--- src/rtl/dmem_port_scheduler.sv ---
// Arbitrates the two MEM-stage issue slots onto one single-port synchronous data memory.
// Same-address pairs are merged in one cycle; other concurrent pairs are serialized (slot 1 first).
module dmem_port_scheduler #(
    parameter int ADDR_W = 11,
    parameter int DATA_W = 32,
    parameter int CNT_W  = 16
) (
    input  logic              clk,
    input  logic              rst,
    input  logic              enable,
    input  logic              rd1,
    input  logic              wr1,
    input  logic [ADDR_W-1:0] addr1,
    input  logic [DATA_W-1:0] wdata1,
    input  logic              rd2,
    input  logic              wr2,
    input  logic [ADDR_W-1:0] addr2,
    input  logic [DATA_W-1:0] wdata2,
    input  logic [DATA_W-1:0] mem_q,
    output logic [ADDR_W-1:0] mem_addr,
    output logic [DATA_W-1:0] mem_wdata,
    output logic              mem_rden,
    output logic              mem_wren,
    output logic              stall,
    output logic [DATA_W-1:0] rdata1,
    output logic [DATA_W-1:0] rdata2,
    output logic              rvalid1,
    output logic              rvalid2,
    output logic [CNT_W-1:0]  conflict_cnt
);

    // state  | meaning
    // IDLE   | accept live slot requests, merge or start serialization
    // SERVE2 | issue the buffered slot 2 access, live inputs ignored
    typedef enum logic {IDLE, SERVE2} stateT;

    stateT state, nextState;

    logic              rdEff1, rdEff2, req1, req2, sameAddr;
    logic              mergeRR, mergeWW, mergeWR, conflict;
    logic              issueTag1, issueTag2, issueFwd, capture;
    logic              tag1, tag2, fwdPend;
    logic [DATA_W-1:0] fwdData;
    logic              pendRd, pendWr;
    logic [ADDR_W-1:0] pendAddr;
    logic [DATA_W-1:0] pendWdata;

    // A slot asserting both rd and wr is treated as a store.
    assign rdEff1   = rd1 & ~wr1;
    assign rdEff2   = rd2 & ~wr2;
    assign req1     = rd1 | wr1;
    assign req2     = rd2 | wr2;
    assign sameAddr = (addr1 == addr2);
    assign mergeRR  = rdEff1 & rdEff2 & sameAddr;
    assign mergeWW  = wr1 & wr2 & sameAddr;
    assign mergeWR  = wr1 & rdEff2 & sameAddr;
    assign conflict = req1 & req2 & ~(mergeRR | mergeWW | mergeWR);

    always_ff @(posedge clk or posedge rst) begin
        if (rst) begin
            state <= IDLE;
        end else begin
            state <= nextState;
        end
    end

    always_comb begin
        nextState = state;
        if (enable) begin
            case (state)
                IDLE:    if (conflict) nextState = SERVE2;
                SERVE2:  nextState = IDLE;
                default: nextState = IDLE;
            endcase
        end
    end

    always_comb begin
        mem_addr  = addr1;
        mem_wdata = wdata1;
        mem_rden  = 1'b0;
        mem_wren  = 1'b0;
        stall     = 1'b0;
        issueTag1 = 1'b0;
        issueTag2 = 1'b0;
        issueFwd  = 1'b0;
        capture   = 1'b0;
        if (enable && !rst) begin
            case (state)
                IDLE: begin
                    if (req1 && !req2) begin
                        mem_rden  = rdEff1;
                        mem_wren  = wr1;
                        issueTag1 = rdEff1;
                    end else if (req2 && !req1) begin
                        mem_addr  = addr2;
                        mem_wdata = wdata2;
                        mem_rden  = rdEff2;
                        mem_wren  = wr2;
                        issueTag2 = rdEff2;
                    end else if (mergeRR) begin
                        mem_rden  = 1'b1;
                        issueTag1 = 1'b1;
                        issueTag2 = 1'b1;
                    end else if (mergeWW) begin
                        mem_wdata = wdata2;
                        mem_wren  = 1'b1;
                    end else if (mergeWR) begin
                        mem_wren  = 1'b1;
                        issueFwd  = 1'b1;
                    end else if (conflict) begin
                        mem_rden  = rdEff1;
                        mem_wren  = wr1;
                        issueTag1 = rdEff1;
                        stall     = 1'b1;
                        capture   = 1'b1;
                    end
                end
                SERVE2: begin
                    mem_addr  = pendAddr;
                    mem_wdata = pendWdata;
                    mem_rden  = pendRd;
                    mem_wren  = pendWr;
                    issueTag2 = pendRd;
                end
                default: ;
            endcase
        end
    end

    // Read-return tags only advance while enabled, so a frozen pipeline defers the capture.
    always_ff @(posedge clk or posedge rst) begin
        if (rst) begin
            tag1         <= 1'b0;
            tag2         <= 1'b0;
            fwdPend      <= 1'b0;
            fwdData      <= '0;
            pendRd       <= 1'b0;
            pendWr       <= 1'b0;
            pendAddr     <= '0;
            pendWdata    <= '0;
            rdata1       <= '0;
            rdata2       <= '0;
            conflict_cnt <= '0;
        end else if (enable) begin
            tag1    <= issueTag1;
            tag2    <= issueTag2;
            fwdPend <= issueFwd;
            if (issueFwd) fwdData <= wdata1;
            if (capture) begin
                pendRd    <= rdEff2;
                pendWr    <= wr2;
                pendAddr  <= addr2;
                pendWdata <= wdata2;
                if (!(&conflict_cnt)) conflict_cnt <= conflict_cnt + CNT_W'(1);
            end
            if (tag1) rdata1 <= mem_q;
            if (tag2) rdata2 <= mem_q;
            else if (fwdPend) rdata2 <= fwdData;
        end
    end

    assign rvalid1 = enable & tag1;
    assign rvalid2 = enable & (tag2 | fwdPend);

endmodule

--- config.mk ---
export PLATFORM = sky130hd
export DESIGN_NAME = dmem_port_scheduler
export DESIGN_NICKNAME = d
export VERILOG_FILES = /design/src/rtl/dmem_port_scheduler.sv
export SDC_FILE = /design/constraint.sdc
export NUM_CORES = 1
export LEC_CHECK = 0
export BUFFER_PORTS_ARGS = -buffer_cell sky130_fd_sc_hd__buf_2
export CORE_ASPECT_RATIO = 1.75
export CORE_MARGIN = 10
export CORE_UTILIZATION = 51
export DETAILED_ROUTE_END_ITERATION = 8
export HOLD_SLACK_MARGIN = 0.06
export PLACE_DENSITY = 0.77
export SLEW_MARGIN = 10
export SYNTH_ARGS = -nofsm -noshare
export SYNTH_HDL_FRONTEND = slang
export SYNTH_SLANG_ARGS = --single-unit
--- constraint.sdc ---
create_clock -name clk -period 7.02 [get_ports clk]
set_clock_uncertainty 0.1 [all_clocks]
set_input_delay 0.702 -clock clk [delete_from_list [all_inputs] [get_ports clk]]
set_output_delay 0.702 -clock clk [all_outputs]
set_load 0.01 [all_outputs]
# Word level (Yosys, flattened, before mapping)
# Cells that the tools add are included.
[op_classes]
addsub = 1
bitwise_logic = 22
n_reduce_logical = 13
n_eq_ne = 1
mux = 53
[op_table]
columns = ["operator", "n"]
rows = [
  ["$mux W32", 7],
  ["$pmux W32 S2", 1],
  ["$mux W1", 37],
  ["$mux W11", 3],
  ["$pmux W11 S2", 1],
  ["$add A16 B1 Y16 const B", 1],
  ["$reduce_and A16 Y1", 1],
  ["$and A1 B1 Y1", 12],
  ["$eq A11 B11 Y1", 1],
  ["$pmux W1 S2", 4],
  ["$reduce_and A2 Y1", 4],
  ["$not A1 Y1", 5],
  ["$or A1 B1 Y1", 5],
  ["$logic_and A1 B1 Y1", 3],
  ["$logic_not A1 Y1", 3],
  ["$reduce_and A3 Y1", 1],
  ["$reduce_bool A2 Y1", 1],
]
[totals]
output_inout_bits = 128
in_bits = 125
regBits = 161
wordCells = 102

# Depth between registers and ports, before layout
[logic_depth]
ltp_word = 17
mapped_depth = 8
mapped_depth_nobuf = 7

# Worst setup path after synthesis
# No wires, ideal clock.
[synth_timing]
path_kind = "in2out"
from = "in rst"
to = "out mem_wdata[20]"
slack_ps = 947
t_arrival_ps = 5271
stages = 6
required_ps = 6218
n_path_buf = 2
path_cell_list = "inv_1 -> and3_1 -> clkbuf_1 -> clkbuf_1 -> a22oi_1 -> o311ai_0"
[synth_via]
elab_chain_len = 3
[synth_rtl]
columns = ["element", "line_no", "rtl"]
rows = [
  ["start, declared", "9", "input logic rst,"],
  ["$logic_not A1 Y1 (no line)", "n/a", ""],
  ["$logic_and A1 B1 Y1", "88", "if (enable && !rst) begin"],
  ["$mux W32", "88", ""],
  ["end, declared", "21", "output logic [DATA_W-1:0] mem_wdata,"],
]
# No other way between the ends.

# Final worst setup path
[layout_timing]
from = "in addr2[1]"
to = "out mem_wdata[12]"
[layout_via]
elab_chain_len = 8
elab_cells_between_ends = 9
cone_classes = "1 x eq/ne; 6 x mux; 2 x bitwise"
[layout_rtl]
columns = ["element", "line_no", "rtl"]
rows = [
  ["start, declared", "17", "input logic [ADDR_W-1:0] addr2,"],
  ["$eq A11 B11 Y1 *", "53", "assign sameAddr = (addr1 == addr2);"],
  ["$and A1 B1 Y1", "55", "assign mergeWW = wr1 & wr2 & sameAddr;"],
  ["$mux W32", "105", "end else if (mergeWW) begin"],
  ["$mux W32 *", "101", "end else if (mergeRR) begin"],
  ["$mux W32 *", "95", "end else if (req2 && !req1) begin"],
  ["$mux W32 *", "91", "if (req1 && !req2) begin"],
  ["$pmux W32 S2 *", "89", "case (state)"],
  ["$mux W32 *", "88", ""],
]
# Mark *: on every way between the ends. The rest lies on a longest branch, timed or not.

==> out/metrics.csv <==
metric;value;unit
antenna-violating nets left;0;
MaxCap Viol Count;0;
dpl cell area;9188;um^2
Setup CP Type;in -> out;
largest net degree at the start of global routing;115;
DRT Pass-1 Iters;4;
Cell Count, Final, Fillers Out;1175;
Syn Nets;869;
Clock Sinks;161;
cts hold-fix bufs;0;
hold crit path type;reg -> reg;
Post-synth EDFFs;0;
CP required;6.22;ns
Max-slew headroom;29.89;%
final wirelength;22660;um
RSZ-0062 raised after global routing;false;
# Post-CTS Setup Buffers;0;
vias in the first global route;6700;
Port-buffer cells;252;
total negative slack;0;ns
Ports;253;
synthesis-stage register bit count;161;
outcome;complete, no violations;
Seq/Total Area, Yosys;51.24;%
Worst Max-Slew Pin Slew;1.052;ns
Worst Hold Slack;0.3730;ns
initial antenna violation count;4;
CTS Buffer Depth;2;
CTS tree;built;
Initial DRC Count;366;
final core utilization;64.13;%
kind of end point of the critical path;primary output;
Mapped Area;7863;um^2
Power Dens Cells;292.9;nW/um^2
Initial Util;51.59;%
clk root buf;clkbuf_16;
Peak supply drop;164.3;uV
DR vias;6525;
Cells after DPL;1138;
cell area after layout;9773;um^2
H-tree depth;4;
asr flop ratio synth;100.0;%
yosys warns;0;
Worst setup SP type;input pin;
final slew viol count;0;
share of post-route cells with drive strength above 1;40.45;%
final-report hold violation count;0;
post-cts resize count;0;
routability congestion estimate;0.8682;
placed wire-length estimate;16780;um
fin crit share;55.02;%
first-pass GRT wire length;35530;um
area occupied by multi-input gates;3425;um^2
DRC;0;
Syn Area/Cell;10.58;um^2
Final min period;3.862;ns
Reg clk slew, reported paths;0.07;ns
Achievable Freq;258.9;MHz
core footprint;15240;um^2
Mapped Cells;743;
crit path max fanout;64;
most frequent cells in the layout;buf_2 (252), dfrtp_1 (159), nand2_1 (84);
final setup fails;0;
Avg Vias per Cell;5.553;
worst skew pair latency;0.41;ns
gr usage total;21.02;%
fill cell count;1298;
Die Ht;184.3;um
Die ar.;20980;um^2
Leakage;0.004730;uW
Reg area;4031;um^2
CTS buffer count;17;
Avg WL per Cell;19.29;um
Post-synth top flop;dfrtp_1;
Area growth syn-to-layout;24.30;%
most common cell after layout, fill and taps aside;buf_2;
Critical Path AT;3.06;ns
Die Wd;113.9;um
Nets;1097;
# rows;60;
gr ovfl total;0;
synth unique cells;37;
## final timing paths
kind                                        start                     endpoint  slack [ns]  cells after the start
min                        rdata2[10]$_DFFE_PP0P_       rdata2[10]$_DFFE_PP0P_        0.37                      2
max                                      addr2[1]                mem_wdata[12]        3.16                      9
min reg2reg                rdata2[10]$_DFFE_PP0P_       rdata2[10]$_DFFE_PP0P_        0.37                      2
max in group asynchronous                     rst  conflict_cnt[9]$_DFFE_PP0P_        5.16                      3
min in group asynchronous                     rst           pendRd$_DFFE_PP0P_        0.46                      2
max reg2reg                     state$_DFFE_PP0P_       fwdData[8]$_DFFE_PP0P_        3.93                      7
## state kept, by name, summed over array words and instances, names as in the netlist
register	cells
fwdData	32
pendWdata	32
rdata1	32
rdata2	32
conflict_cnt	16
pendAddr	11
fwdPend	1
pendRd	1
pendWr	1
state	1
tag1	1
tag2	1
## stage by stage
step	setup WS, ns	total power, uW
final	3.158	2862
after global routing	3.009	3022
after CTS	3.135	2895
after detailed placement	3.143	2000
after global placement	3.148	1972
after floorplan	0.9469	1678
## kinds of logic after synthesis
family / Yosys count / synth area share (%)
XOR/XNOR: 26 / 2.896
buffers and inverters: 95 / 5.586
multiplexers: 111 / 15.37
AND/OR/NAND/NOR: 185 / 10.20
adder cells (fa/ha/maj): 1 / 0.1591
flip-flops: 161 / 51.24
AO/OA/AOI/OAI: 164 / 14.54
## synth_stat cells (3+ instances only)
cell / number / area share (%)
o21ai_2: 24 / 2.7
nor3_1: 5 / 0.32
o311ai_0: 32 / 3.6
mux2i_1: 33 / 4.2
o21ai_1: 8 / 0.51
nand3_1: 41 / 2.6
nand2_1: 84 / 4.0
a22oi_1: 25 / 2.4
nor2_1: 39 / 1.9
mux2_2: 71 / 10
mux2_1: 7 / 1.0
buf_2: 6 / 0.38
o21ai_0: 50 / 3.2
buf_1: 4 / 0.19
a31oi_1: 18 / 1.4
clkbuf_1: 33 / 1.6
buf_6: 10 / 1.4
dfrtp_1: 161 / 51
inv_1: 42 / 2.0
xor2_1: 24 / 2.7
nand4_1: 4 / 0.32
and3_1: 3 / 0.24
## per-layer routing
layer,track usage (%),vias to the layer above,routed length (um)
met4,9.512,2,777
met3,6.087,50,1510
met5,0,-,7
met2,36.45,221,11860
met1,23.07,3141,8505
li1,-,3111,-
## power by group
group | internal [uW] | switching, uW
logic | 332 | 374
clock network | 472 | 421
registers | 1140 | 127
total | 1940 | 922
## cell type report
type	count	share of cell area, %
timing repair buffer	262	13.67
clock inverter	15	1.511
sequential	161	41.25
clock buffer	17	4.353
tap	186	2.381
antenna	5	0.1280
inverter	42	1.664
multi-input combinational	487	35.04
## critical path, stage by stage
cell and delay [ns]:
buf_2 0.12, xor2_1 0.17, nor4_1 0.38, nand3_1 0.32, o21ai_4 0.21, buf_4 0.51, nand3_1 0.15, o311ai_0 0.24
buf_2 0.25
No activity file was read; power rests on OpenSTA's default activity.
